`config.mk`:
```
export PLATFORM = sky130hd
export DESIGN_NAME = alu_share_ctrl
export DESIGN_NICKNAME = d
export VERILOG_FILES = /design/src/rtl/alu_ctrl_pkg.sv /design/src/rtl/rr_arb2.sv /design/src/rtl/alu_share_ctrl.sv
export SDC_FILE = /design/constraint.sdc
export NUM_CORES = 1
export LEC_CHECK = 0
export CAP_MARGIN = 10
export CORE_ASPECT_RATIO = 1.1
export CORE_MARGIN = 2
export CORE_UTILIZATION = 44
export CTS_BUF_LIST = sky130_fd_sc_hd__clkbuf_16
export DETAILED_ROUTE_END_ITERATION = 12
export GPL_TIMING_DRIVEN = 0
export HOLD_SLACK_MARGIN = 0.03
export PLACE_DENSITY = 0.89
export SLEW_MARGIN = 15
export SYNTH_ARGS = -nofsm -noshare
export SYNTH_HDL_FRONTEND = slang
export SYNTH_SLANG_ARGS = --single-unit
```
`constraint.sdc`:
```
create_clock -name clk -period 2.1 [get_ports clk]
set_input_delay 0.42 -clock clk [delete_from_list [all_inputs] [get_ports clk]]
set_output_delay 0.42 -clock clk [all_outputs]
set_load 0.005 [all_outputs]
```
`src/rtl/alu_ctrl_pkg.sv`:
```
// Shared types and defaults for the shared adder/subtractor controller.
package alu_ctrl_pkg;

  typedef enum logic [1:0] {
    IDLE  = 2'd0,
    ISSUE = 2'd1,
    WAIT  = 2'd2,
    RESP  = 2'd3
  } state_t;

  localparam logic MODE_ADD = 1'b0;
  localparam logic MODE_SUB = 1'b1;

  localparam int DEF_WIDTH   = 8;
  localparam int DEF_TIMEOUT = 15;

endpackage

```
`src/rtl/rr_arb2.sv`:
```
// Two-way round-robin arbiter; the pointer names the port that wins a tie.
module rr_arb2 (
  input  logic       clk,
  input  logic       rst,
  input  logic [1:0] valid,
  input  logic       advance,
  output logic [1:0] grant
);

  logic pointer;

  always_ff @(posedge clk) begin
    if (rst) begin
      pointer <= 1'b0;
    end else if (advance) begin
      // hand priority to whichever port did not win this time
      pointer <= grant[0];
    end
  end

  always_comb begin
    grant = 2'b00;
    case (valid)
      2'b01:   grant = 2'b01;
      2'b10:   grant = 2'b10;
      2'b11:   grant = pointer ? 2'b10 : 2'b01;
      default: grant = 2'b00;
    endcase
  end

endmodule

```
`src/rtl/alu_share_ctrl.sv`:
```
// Shares one external add/sub unit between two requesters with round-robin
// arbitration, a bounded wait for the adder's done flag and a one-cycle response.
//
// state | meaning
// IDLE  | arbitrate, accept one request
// ISSUE | adder settles on new operands, done ignored
// WAIT  | wait for add_done or timeout
// RESP  | one-cycle response pulse to the owner
module alu_share_ctrl
  import alu_ctrl_pkg::*;
#(
  parameter int WIDTH   = DEF_WIDTH,
  parameter int TIMEOUT = DEF_TIMEOUT
) (
  input  logic             clk,
  input  logic             rst,
  input  logic             req0_valid,
  output logic             req0_ready,
  input  logic [WIDTH-1:0] req0_a,
  input  logic [WIDTH-1:0] req0_b,
  input  logic             req0_mode,
  output logic             rsp0_valid,
  output logic [WIDTH-1:0] rsp0_sum,
  output logic             rsp0_cout,
  output logic             rsp0_err,
  input  logic             req1_valid,
  output logic             req1_ready,
  input  logic [WIDTH-1:0] req1_a,
  input  logic [WIDTH-1:0] req1_b,
  input  logic             req1_mode,
  output logic             rsp1_valid,
  output logic [WIDTH-1:0] rsp1_sum,
  output logic             rsp1_cout,
  output logic             rsp1_err,
  output logic [WIDTH-1:0] add_x,
  output logic [WIDTH-1:0] add_y,
  output logic             add_mode,
  input  logic             add_done,
  input  logic [WIDTH-1:0] add_sum,
  input  logic             add_cout
);

  localparam int CW = (TIMEOUT > 2) ? $clog2(TIMEOUT) : 1;
  localparam logic [CW-1:0] CNT_LAST = CW'(TIMEOUT - 1);

  state_t           state, state_nxt;
  logic [1:0]       grant;
  logic             accept;
  logic             owner;
  logic [CW-1:0]    cnt;
  logic             timed_out;
  logic [WIDTH-1:0] res_sum;
  logic             res_cout;
  logic             res_err;

  assign accept    = (state == IDLE) && (grant != 2'b00);
  assign timed_out = (cnt == CNT_LAST);

  rr_arb2 u_arb (
    .clk     (clk),
    .rst     (rst),
    .valid   ({req1_valid, req0_valid}),
    .advance (accept),
    .grant   (grant)
  );

  always_ff @(posedge clk) begin
    if (rst) begin
      state <= IDLE;
    end else begin
      state <= state_nxt;
    end
  end

  always_comb begin
    state_nxt = state;
    case (state)
      IDLE:    if (accept) state_nxt = ISSUE;
      ISSUE:   state_nxt = WAIT;
      WAIT:    if (add_done || timed_out) state_nxt = RESP;
      RESP:    state_nxt = IDLE;
      default: state_nxt = IDLE;
    endcase
  end

  always_ff @(posedge clk) begin
    if (rst) begin
      add_x    <= '0;
      add_y    <= '0;
      add_mode <= MODE_ADD;
      owner    <= 1'b0;
      cnt      <= '0;
      res_sum  <= '0;
      res_cout <= 1'b0;
      res_err  <= 1'b0;
    end else begin
      if (accept) begin
        add_x    <= grant[1] ? req1_a    : req0_a;
        add_y    <= grant[1] ? req1_b    : req0_b;
        add_mode <= grant[1] ? req1_mode : req0_mode;
        owner    <= grant[1];
      end
      if (state == ISSUE) begin
        cnt <= '0;
      end else if (state == WAIT) begin
        cnt <= cnt + 1'b1;
        // done wins over timeout when both land on the final cycle
        if (add_done) begin
          res_sum  <= add_sum;
          res_cout <= add_cout;
          res_err  <= 1'b0;
        end else if (timed_out) begin
          res_sum  <= '0;
          res_cout <= 1'b0;
          res_err  <= 1'b1;
        end
      end
    end
  end

  always_comb begin
    req0_ready = (state == IDLE) && grant[0];
    req1_ready = (state == IDLE) && grant[1];
    rsp0_valid = (state == RESP) && !owner;
    rsp1_valid = (state == RESP) && owner;
    rsp0_sum   = res_sum;
    rsp0_cout  = res_cout;
    rsp0_err   = res_err;
    rsp1_sum   = res_sum;
    rsp1_cout  = res_cout;
    rsp1_err   = res_err;
  end

endmodule
```
### Word-level counts from Yosys, hierarchy flattened

Cells that the tools add are included.

* register bits: 35
* logic and storage cells: 48

* $add $sub $neg: 1
* equal/unequal tests: 9
* mux-type cells: 14
* bitwise operators: 1
* reduce and logical (&&, ||, !) cells: 13

Operators by type and width (number)
* two-way mux 8 bit: 4
* equality test 2 bit (second input constant): 4
* case mux 2 bit (4 select lines): 1
* two-way mux 2 bit: 3
* case mux 2 bit (3 select lines): 1
* logical AND 1 bit: 5
* two-way mux 1 bit: 5
* adder 4 x 1 -> 4 bit (second input constant): 1
* equality test 2 x 1 -> 1 bit (second input constant): 2
* equality test 4 bit (second input constant): 1
* inequality test 2 bit (second input constant): 2
* nonzero test 2 bit: 2
* AND reduction 3 bit: 1
* logical NOT 2 bit: 1
* AND reduction 2 bit: 1
* OR reduction 2 bit: 1
* logical NOT 1 bit: 1
* logical OR 1 bit: 1
* inverter 1 bit: 1

### Depth between registers and ports, before layout

Gate-level depths: netlist of run 1.

* depth after elaboration: 6
* depth in mapped cells: 7
* depth with buffers taken out: 5

### Cells and area by module

Synthesis of run 1 repeated with hierarchy kept, for this count alone.

* cell total of the unflattened synthesis: 184
* area total of the unflattened synthesis: 1737.9 sq um

By module, submodules not included
* alu_share_ctrl: instances 1, cells an instance 177, area each 1670.4 sq um, sequential area each 680.7 sq um
* rr_arb2: instances 1, cells an instance 7, area each 67.6 sq um, sequential area each 20.0 sq um

### Worst setup path after synthesis of run 1

No wires, ideal clock.

* path type: input to output
* start: in req0_valid
* end: out req1_ready
* arrival: 0.972 ns
* slack: 0.708 ns
* stages on the path: 4
* buffers on the path: 1
* cells stage by stage: and2b_4 > buf_4 > nand3b_1 > inv_1

* word-level cells in the longest chain between the ends: 3
* elaborated cells on any way between the ends: 5
* those cells by class: eq/ne (3); mux (1); reduce/logical (1)

RTL lines
* from (decl): RTL line alu_share_ctrl.sv:17 `input logic req0_valid,`
* equality test 2 bit / equality test 2 x 1 -> 1 bit (equally long branches): RTL line rr_arb2.sv:23 `case (valid)`
* case mux 2 bit (3 select lines) *: RTL line rr_arb2.sv:23
* logical AND 1 bit *: RTL line alu_share_ctrl.sv:123 `req1_ready = (state == IDLE) && grant[1];`
* to (decl): RTL line alu_share_ctrl.sv:27 `output logic req1_ready,`

Every way passes the cells marked *; elsewhere a longest branch is shown, timed or not.

### Worst setup path in the final report of run 1

Same ends and word-level chain as after synthesis.

==> impl_metrics.tcl, run 1 <==
set metrics [dict create \
    status "finished, final reports clean" \
    final_cells 353 \
    cts_buffer_depth 2 \
    p_leak_nw 1.117 \
    gr-total-overflow 0 \
    netlist_area_um2 1883 \
    clockRootBuffer "clkbuf_16" \
    dieArea_um2 4819 \
    worst_pin_slew_ps 671.5 \
    viasPerCell 5.198 \
    placed_area_um2 2819 \
    syn_avg_cell_area_um2 9.186 \
    antenna_found_initial 0 \
    critPathLaunchType "input pin" \
    wire_per_inst_um 13.70 \
    track_usage_pct 22.09 \
    grt_pass1_wl_mm 8.349 \
    netlist_instances 205 \
    cts_made_buffers 5 \
    powerDensity_nw_per_um2 1061 \
    synth_fp_nets 260 \
    max_clock_freq_mhz 499.0 \
    vias 1835 \
    hp-class "in -> reg" \
    drtPass1Iterations 4 \
    synth-main-ff-cell "dfxtp_1" \
    grt_max_degree 12 \
    drv_cap 0 \
    cts_tree "yes" \
    async_reset_ff_share_pct 0 \
    synth-seq-area-share_pct 37.21 \
    power_mw 3.178 \
    area_growth_pct 59.00 \
    io_buffers 87 \
    antenna_cells 0 \
    met1_usage_pct 26.43 \
    holdWs_ps 411.5 \
    worstPathArrival_ps 1580 \
    nets 355 \
    setup_viol 0 \
    finalHoldViolCount 0 \
    fin_skew_ps 8.326 \
    setup_ws_ps 96.07 \
    cp.required_ps 1680 \
    vdd_drop_max_mv 0.5351 \
    groute.layer.met3.usage_pct 8.488 \
    yosysUniqueCellTypes 35 \
    min_period_ps 2004 \
    max_slew_margin_pct 55.23 \
    end_kind "output pin" \
    use_met2_pct 36.89 \
    fin_crit_sh_pct 95.43 \
    die_w_um 66.38 \
    dp_slack_ps -490.4 \
    ant_nets 0 \
    tns_ps 0 \
    io_pins 89 \
    placed_cells 344 \
    utilization_pct 74.41 \
    place.gp.congestion 0.7568 \
    grt.busiest_layer "met2" \
    grt_pass1_vias 1803 \
    clk_latency_ps 280 \
    synth_edf_count 0 \
    cts_sinks 35 \
    slew_viol_final 0 \
    crit_type "in -> out" \
    drc 0 \
    clk_pin_slew_ps 60 \
    worstPathMaxFanout 10 \
    hpwl_mm 3.663 \
    drt_iter0_markers 45 \
    synth-seq-cells 35 \
    die_y_um 72.61 \
    coreArea_um2 4024 \
    floorplan.initialDensity_pct 46.80 \
    drt-total-wl_mm 4.837 \
    yosysWarnings 0 \
    rows 24 \
    drive_gt1_share_pct 19.27 \
    cts_hold_buf 0 \
    htreeDepth 2 \
    stdcell_area_um2 2994 \
    grt_setup_unrepaired "false" \
]
[where the power goes]
part,switching [mW],internal (mW)
logic,0.625,0.771
clock network,0.271,0.553
registers,0.121,0.837
total,1.02,2.16
[routing by layer]
layer | up-vias | routed length [um] | part of all wire [%]
met5 | - | 0 | 0
met4 | 0 | 46 | 0.95
met3 | 5 | 452 | 9.3
met2 | 81 | 2290 | 47
met1 | 839 | 2048 | 42
li1 | 910 | - | -
[placed cells by master, fill, tap and decap left out, types with 5 or more instances in the layout]
cell,count
buf_2,6
o21ai_1,22
buf_4,14
clkdlybuf4s50_1,83
nor2_1,11
ha_1,6
nor2_2,10
o21ai_0,5
clkbuf_16,5
a311oi_2,13
a21oi_1,11
nand3b_1,18
dfxtp_1,35
nand2_1,11
[final timing paths]
kind / slack (ps) / endpoint / cells after the start / start
hold / removal: 410 / add_y[1] / 2 / rst
hold reg to reg: 490 / rsp0_sum[4] / 2 / rsp0_sum[4]
setup reg to reg: 490 / rsp0_err / 7 / state[0]
setup / recovery: 100 / req1_ready / 6 / req0_valid
[kinds of logic after synthesis]
group	Yosys count	share of synthesized area, %
buf+inv	33	11.43
flops	35	37.21
mux	1	0.5316
compound gates	62	25.12
fa+ha+maj	7	4.651
simple gates	64	19.67
xor+xnor	3	1.396
[flip-flops by register name, summed over array words and instances (netlist names)]
name           count
add_mode           1
rsp0_sum           8
rsp0_cout          1
cnt                4
owner              1
add_x              8
state              2
add_y              8
u_arb.pointer      1
rsp0_err           1
[synthesized netlist by cell type (3+ instances only)]
cell type	n	area [um2]
nand2_1	11	41.29
a311oi_2	13	195.2
nor2_1	11	41.29
o21ai_1	22	110.1
inv_1	4	15.01
a21oi_1	11	55.05
nand3b_1	18	135.1
a311oi_1	4	35.03
buf_4	13	97.59
buf_2	7	35.03
dfxtp_1	35	700.7
buf_6	3	33.78
ha_1	7	87.58
nor2_2	10	62.56
nand2b_1	3	18.77
nor3_1	4	20.02
o21ai_0	5	25.02
[layout make-up]
| cell class | instances | area (um2) |
|---|---|---|
| fill | 330 | 1030 |
| tap | 52 | 65.06 |
| timing repair buffer | 88 | 873.3 |
| clock inverter | 3 | 38.79 |
| buffer | 28 | 202.7 |
| multi-input combinational | 137 | 969.7 |
| sequential | 35 | 700.7 |
| inverter | 5 | 18.77 |
| clock buffer | 5 | 125.1 |
[critical path, cell delays in order]
cell and delay [ps]:
dlygate4sd2_1 280, and2b_4 210, buf_4 170, nand3b_1 190, inv_1 70, dlygate4sd2_1 240
[what timing repair did]
item	in CTS	in global routing
resized for setup	7	0
endpoints found under the setup margin	2	0
buffers inserted	1	0
(Power assumes the default switching activity.)
==> inputs of run 2 (changes only) <==
CORE_ASPECT_RATIO = 0.75   (was 1.1)
==> impl_metrics.tcl, run 2 (synthesis gave the netlist of run 1 again) <==
set metrics [dict create \
    drive_gt1_share_pct 18.67 \
    nets 354 \
    critPathLaunchType "input pin" \
    tns_ps 0 \
    final_cell_mix "clkdlybuf4s50_1, dfxtp_1, o21ai_1, nand3b_1" \
    drv_cap 0 \
    r2r_setup_slack_ps 410 \
    powerDensity_nw_per_um2 1035 \
    io_buffers 87 \
    worstPathMaxFanout 10 \
    min_from "rst" \
    r2r-end "rsp0_sum[6]" \
    clk_latency_ps 280 \
    hp-class "in -> reg" \
    track_usage_pct 22.56 \
    setup_viol 0 \
    rows 20 \
    final_common_cell "clkdlybuf4s50_1" \
    worstPathArrival_ps 1580 \
    dr_wl_met2_mm 2.718 \
    wire_per_inst_um 14.91 \
    stdcell_area_um2 2974 \
    fill_cells 291 \
    holdPathEnd "add_y[0]" \
    grt_setup_unrepaired "false" \
    cp.required_ps 1680 \
    post-cts-setup-buffers 0 \
    cts_resized 8 \
    htreeDepth 2 \
    grt_pass1_wl_mm 8.293 \
    whs_path_depth 2 \
    viasPerCell 5.208 \
    drt_iter0_markers 80 \
    max_clock_freq_mhz 499.9 \
    wl_met1_mm 2.288 \
    reg2reg_from "state[0]" \
    multi_input_area_um2 979.7 \
    cts_tree "yes" \
    met3_length_um 190 \
    io_pins 89 \
    cts_hold_buf 0 \
    die_y_um 60.66 \
    finalHoldViolCount 0 \
    dieArea_um2 4825 \
    grt_max_degree 11 \
    regArea_um2 700.7 \
    drtPass1Iterations 4 \
    clk_pin_slew_ps 50 \
    die_w_um 79.54 \
    reg2reg_depth 7 \
    area_growth_pct 57.94 \
    top_layer_used "met4" \
    min_period_ps 2000 \
    placed_area_um2 2823 \
    hpwl_mm 3.994 \
    max_slew_margin_pct 54.40 \
    p_leak_nw 1.110 \
    cts_made_buffers 5 \
    grt_pass1_vias 1764 \
    vias 1849 \
    worst_pin_slew_ps 684.1 \
    cts_sinks 35 \
    final_cells 355 \
    placed_cells 347 \
    antenna_cells 0 \
    clockRootBuffer "clkbuf_16" \
    coreArea_um2 4079 \
    end_kind "output pin" \
    drc 0 \
    vdd_drop_max_mv 0.6907 \
    drt-total-wl_mm 5.292 \
    place.gp.congestion 0.8220 \
    cts_buffer_depth 2 \
    antenna_found_initial 0 \
    fin_crit_sh_pct 95.25 \
    status "finished, final reports clean" \
    floorplan.initialDensity_pct 46.17 \
    gr-total-overflow 0 \
    ant_nets 0 \
    fin_skew_ps 4.548 \
    slew_viol_final 0 \
    crit_type "in -> out" \
]
## run 2: changes by cell type in the layout (fill, tap and decap cells not counted)
| cell | change |
|---|---|
| inv_1 | +2 |
| buf_4 | -1 |
| bufinv_16 | -1 |
| clkinv_1 | -1 |
| ha_2 | -1 |
| ha_4 | +1 |
## run 2: through the flow
step	hold slack (ps)	utilization, %	total power, mW	setup WS, ps
after floorplan	462.8	-	1.788	708.0
after global placement	476.5	69.20	2.330	-413.7
after detailed placement	490.6	69.20	2.368	-424.3
after CTS	418.4	72.91	3.083	105.4
after global routing	430.5	72.91	3.258	30.64
final	416.4	72.91	3.078	99.74
## run 2: how the worst max path moves through the flow
stage	from	to	cells past startpoint
after floorplan	req0_valid	req1_ready	4
after global placement	req1_valid	req1_ready	6
after detailed placement	req1_valid	req1_ready	6
after CTS	req0_valid	req1_ready	6
after global routing	req0_valid	req1_ready	6
final	req0_valid	req1_ready	6
## run 2: power by group
part           switching [mW]  total (mW)  internal (mW)
Clock                   0.267       0.695          0.428
Sequential              0.121       0.958          0.837
Combinational           0.645        1.42          0.780
Total                    1.03        3.08           2.04
## run 2: area by class of cell
type / instances / area share [%]
buffer: 28 / 6.815
tap: 55 / 2.314
timing repair buffer: 87 / 29.11
clock buffer: 5 / 4.207
sequential: 35 / 23.56
multi-input combinational: 137 / 32.94
clock inverter: 3 / 0.4207
inverter: 5 / 0.6310
## run 2: worst max-delay path, stage by stage
cell,delay [ps]
dlygate4sd2_1,290
and2b_4,230
buf_4,190
nand3b_1,140
inv_1,40
dlygate4sd2_1,270
## run 2: layer usage
metal	track usage, %	vias up
li1	-	909
met1	27.14	885
met2	40.34	46
met3	4.018	9
met4	10.10	0
met5	0	-
==> inputs of run 3 (changes only) <==
--- a/config.mk
+++ b/config.mk
@@ -15,4 +15,5 @@
 export HOLD_SLACK_MARGIN = 0.03
 export PLACE_DENSITY = 0.89
+export RECOVER_POWER = 25
 export SLEW_MARGIN = 15
 export SYNTH_ARGS = -nofsm -noshare
==> constraint.sdc (replaced) <==
create_clock -name clk -period 2.1 [get_ports clk]
set_input_delay 0.42 -clock clk [delete_from_list [all_inputs] [get_ports clk]]
set_output_delay 0.42 -clock clk [all_outputs]
set_load 0.05 [all_outputs]
==> impl_metrics.tcl, run 3 (synthesis gave the netlist of run 1 again) <==
set metrics [dict create \
    tns_ps 0 \
    coreArea_um2 4079 \
    crit_type "reg -> out" \
    cts_sinks 35 \
    fin_crit_sh_pct 93.69 \
    grt_pass1_wl_mm 8.307 \
    worst_pin_slew_ps 668.5 \
    dieArea_um2 4825 \
    met1_usage_pct 27.23 \
    reg2reg_depth 7 \
    place.gp.congestion 0.8220 \
    status "finished, final reports clean" \
    use_met2_pct 40.34 \
    p_leak_nw 1.105 \
    antenna_cells 0 \
    path_depth 2 \
    area_growth_pct 55.88 \
    cts_buffer_depth 2 \
    whs_path_depth 2 \
    rows 20 \
    crit_chain "buf_4 > clkdlybuf4s50_1" \
    critPathBufInv 2 \
    io_pins 89 \
    wire_per_inst_um 14.97 \
    hpwl_mm 3.994 \
    antenna_found_initial 0 \
    max_slew_margin_pct 55.43 \
    worstPathMaxFanout 3 \
    drt_iter0_markers 77 \
    power.share.clock_pct 19.5 \
    nets 354 \
    final_cells 355 \
    final_cell_mix "clkdlybuf4s50_1, dfxtp_1, o21ai_1, nand3b_1, nor2_1" \
    drt-total-wl_mm 5.315 \
    drv_cap 0 \
    powerDensity_nw_per_um2 1215 \
    p_sw_share_pct 43.95 \
    die_w_um 79.54 \
    drtPass1Iterations 4 \
    holdWs_ps 416.7 \
    drive_gt1_share_pct 16.67 \
    max_clock_freq_mhz 508.3 \
    regArea_um2 700.7 \
    dp_slack_ps -725.2 \
    track_usage_pct 22.60 \
    placed_area_um2 2823 \
    utilization_pct 71.96 \
    drc 0 \
    slew_viol_final 0 \
    worst_path_largest_cell_delay_ps 790 \
    vdd_drop_max_mv 0.7697 \
    htreeDepth 2 \
    cts_made_buffers 5 \
    end_kind "output pin" \
    clk_pin_slew_ps 50 \
    finalHoldViolCount 0 \
    groute.layer.met3.usage_pct 4.018 \
    placed_cells 347 \
    cts_tree "yes" \
    switchingPower_mw 1.568 \
    setup_viol 0 \
    ant_nets 0 \
    min_period_ps 1968 \
    grt_max_degree 11 \
    grt.busiest_layer "met2" \
    gr-total-overflow 0 \
    grt_setup_unrepaired "false" \
    grt_pass1_vias 1765 \
    multi_input_area_um2 954.7 \
    p_int_mw 2.000 \
    critPathLaunchType "register" \
    crit_family "buffers and inverters" \
    cp.required_ps 1680 \
    power_mw 3.567 \
    worstPathArrival_ps 1550 \
    hp-class "in -> reg" \
    vias 1834 \
    post-cts-setup-buffers 0 \
    stdcell_area_um2 2935 \
    die_y_um 60.66 \
    viasPerCell 5.166 \
    final_common_cell "clkdlybuf4s50_1" \
    io_buffers 87 \
    floorplan.initialDensity_pct 46.17 \
    clk_latency_ps 280 \
    clockRootBuffer "clkbuf_16" \
    setup_ws_ps 132.5 \
    power_frac_seq_pct 26.7 \
    p_comb_share_pct 53.8 \
    fin_skew_ps 3.844 \
    crit_slowest_cell "clkdlybuf4s50_1" \
    fill_cells 304 \
]
[run 3: cell type report]
class,count,share of cell area (%)
multi-input combinational,137,32.52
timing repair buffer,87,29.33
sequential,35,23.87
buffer,28,6.607
clock buffer,5,4.263
tap,55,2.344
inverter,5,0.6394
clock inverter,3,0.4263
[run 3: timing repair]
item                                    4_1_cts  5_1_grt
endpoints found under the setup margin        4        0
resized for setup                            18        0
hold buffers                                  0        0
[run 3: path summary, 6_finish.rpt]
| path | startpoint | to | slack, ps |
|---|---|---|---|
| worst min register to register | rsp0_sum[4] | rsp0_sum[4] | 500 |
| worst max-delay path | rsp0_err | rsp1_err | 130 |
| worst min-delay path | rst | add_y[0] | 420 |
| worst max register to register | state[1] | add_x[7] | 320 |
[run 3: power groups by stage]
stage	clock, mW	sequential [mW]	combinational [mW]
after floorplan	0	1.40	0.945
after global placement	0	0.956	1.93
after detailed placement	0	0.967	1.96
after CTS	0.697	0.958	1.96
after global routing	0.732	0.971	2.04
final	0.697	0.953	1.92
[run 3: routing by layer]
| metal | up-vias | part of all wire [%] |
|---|---|---|
| met4 | 0 | 2.4 |
| met1 | 872 | 45 |
| met2 | 40 | 50 |
| met5 | - | 0 |
| li1 | 908 | - |
| met3 | 14 | 3.3 |
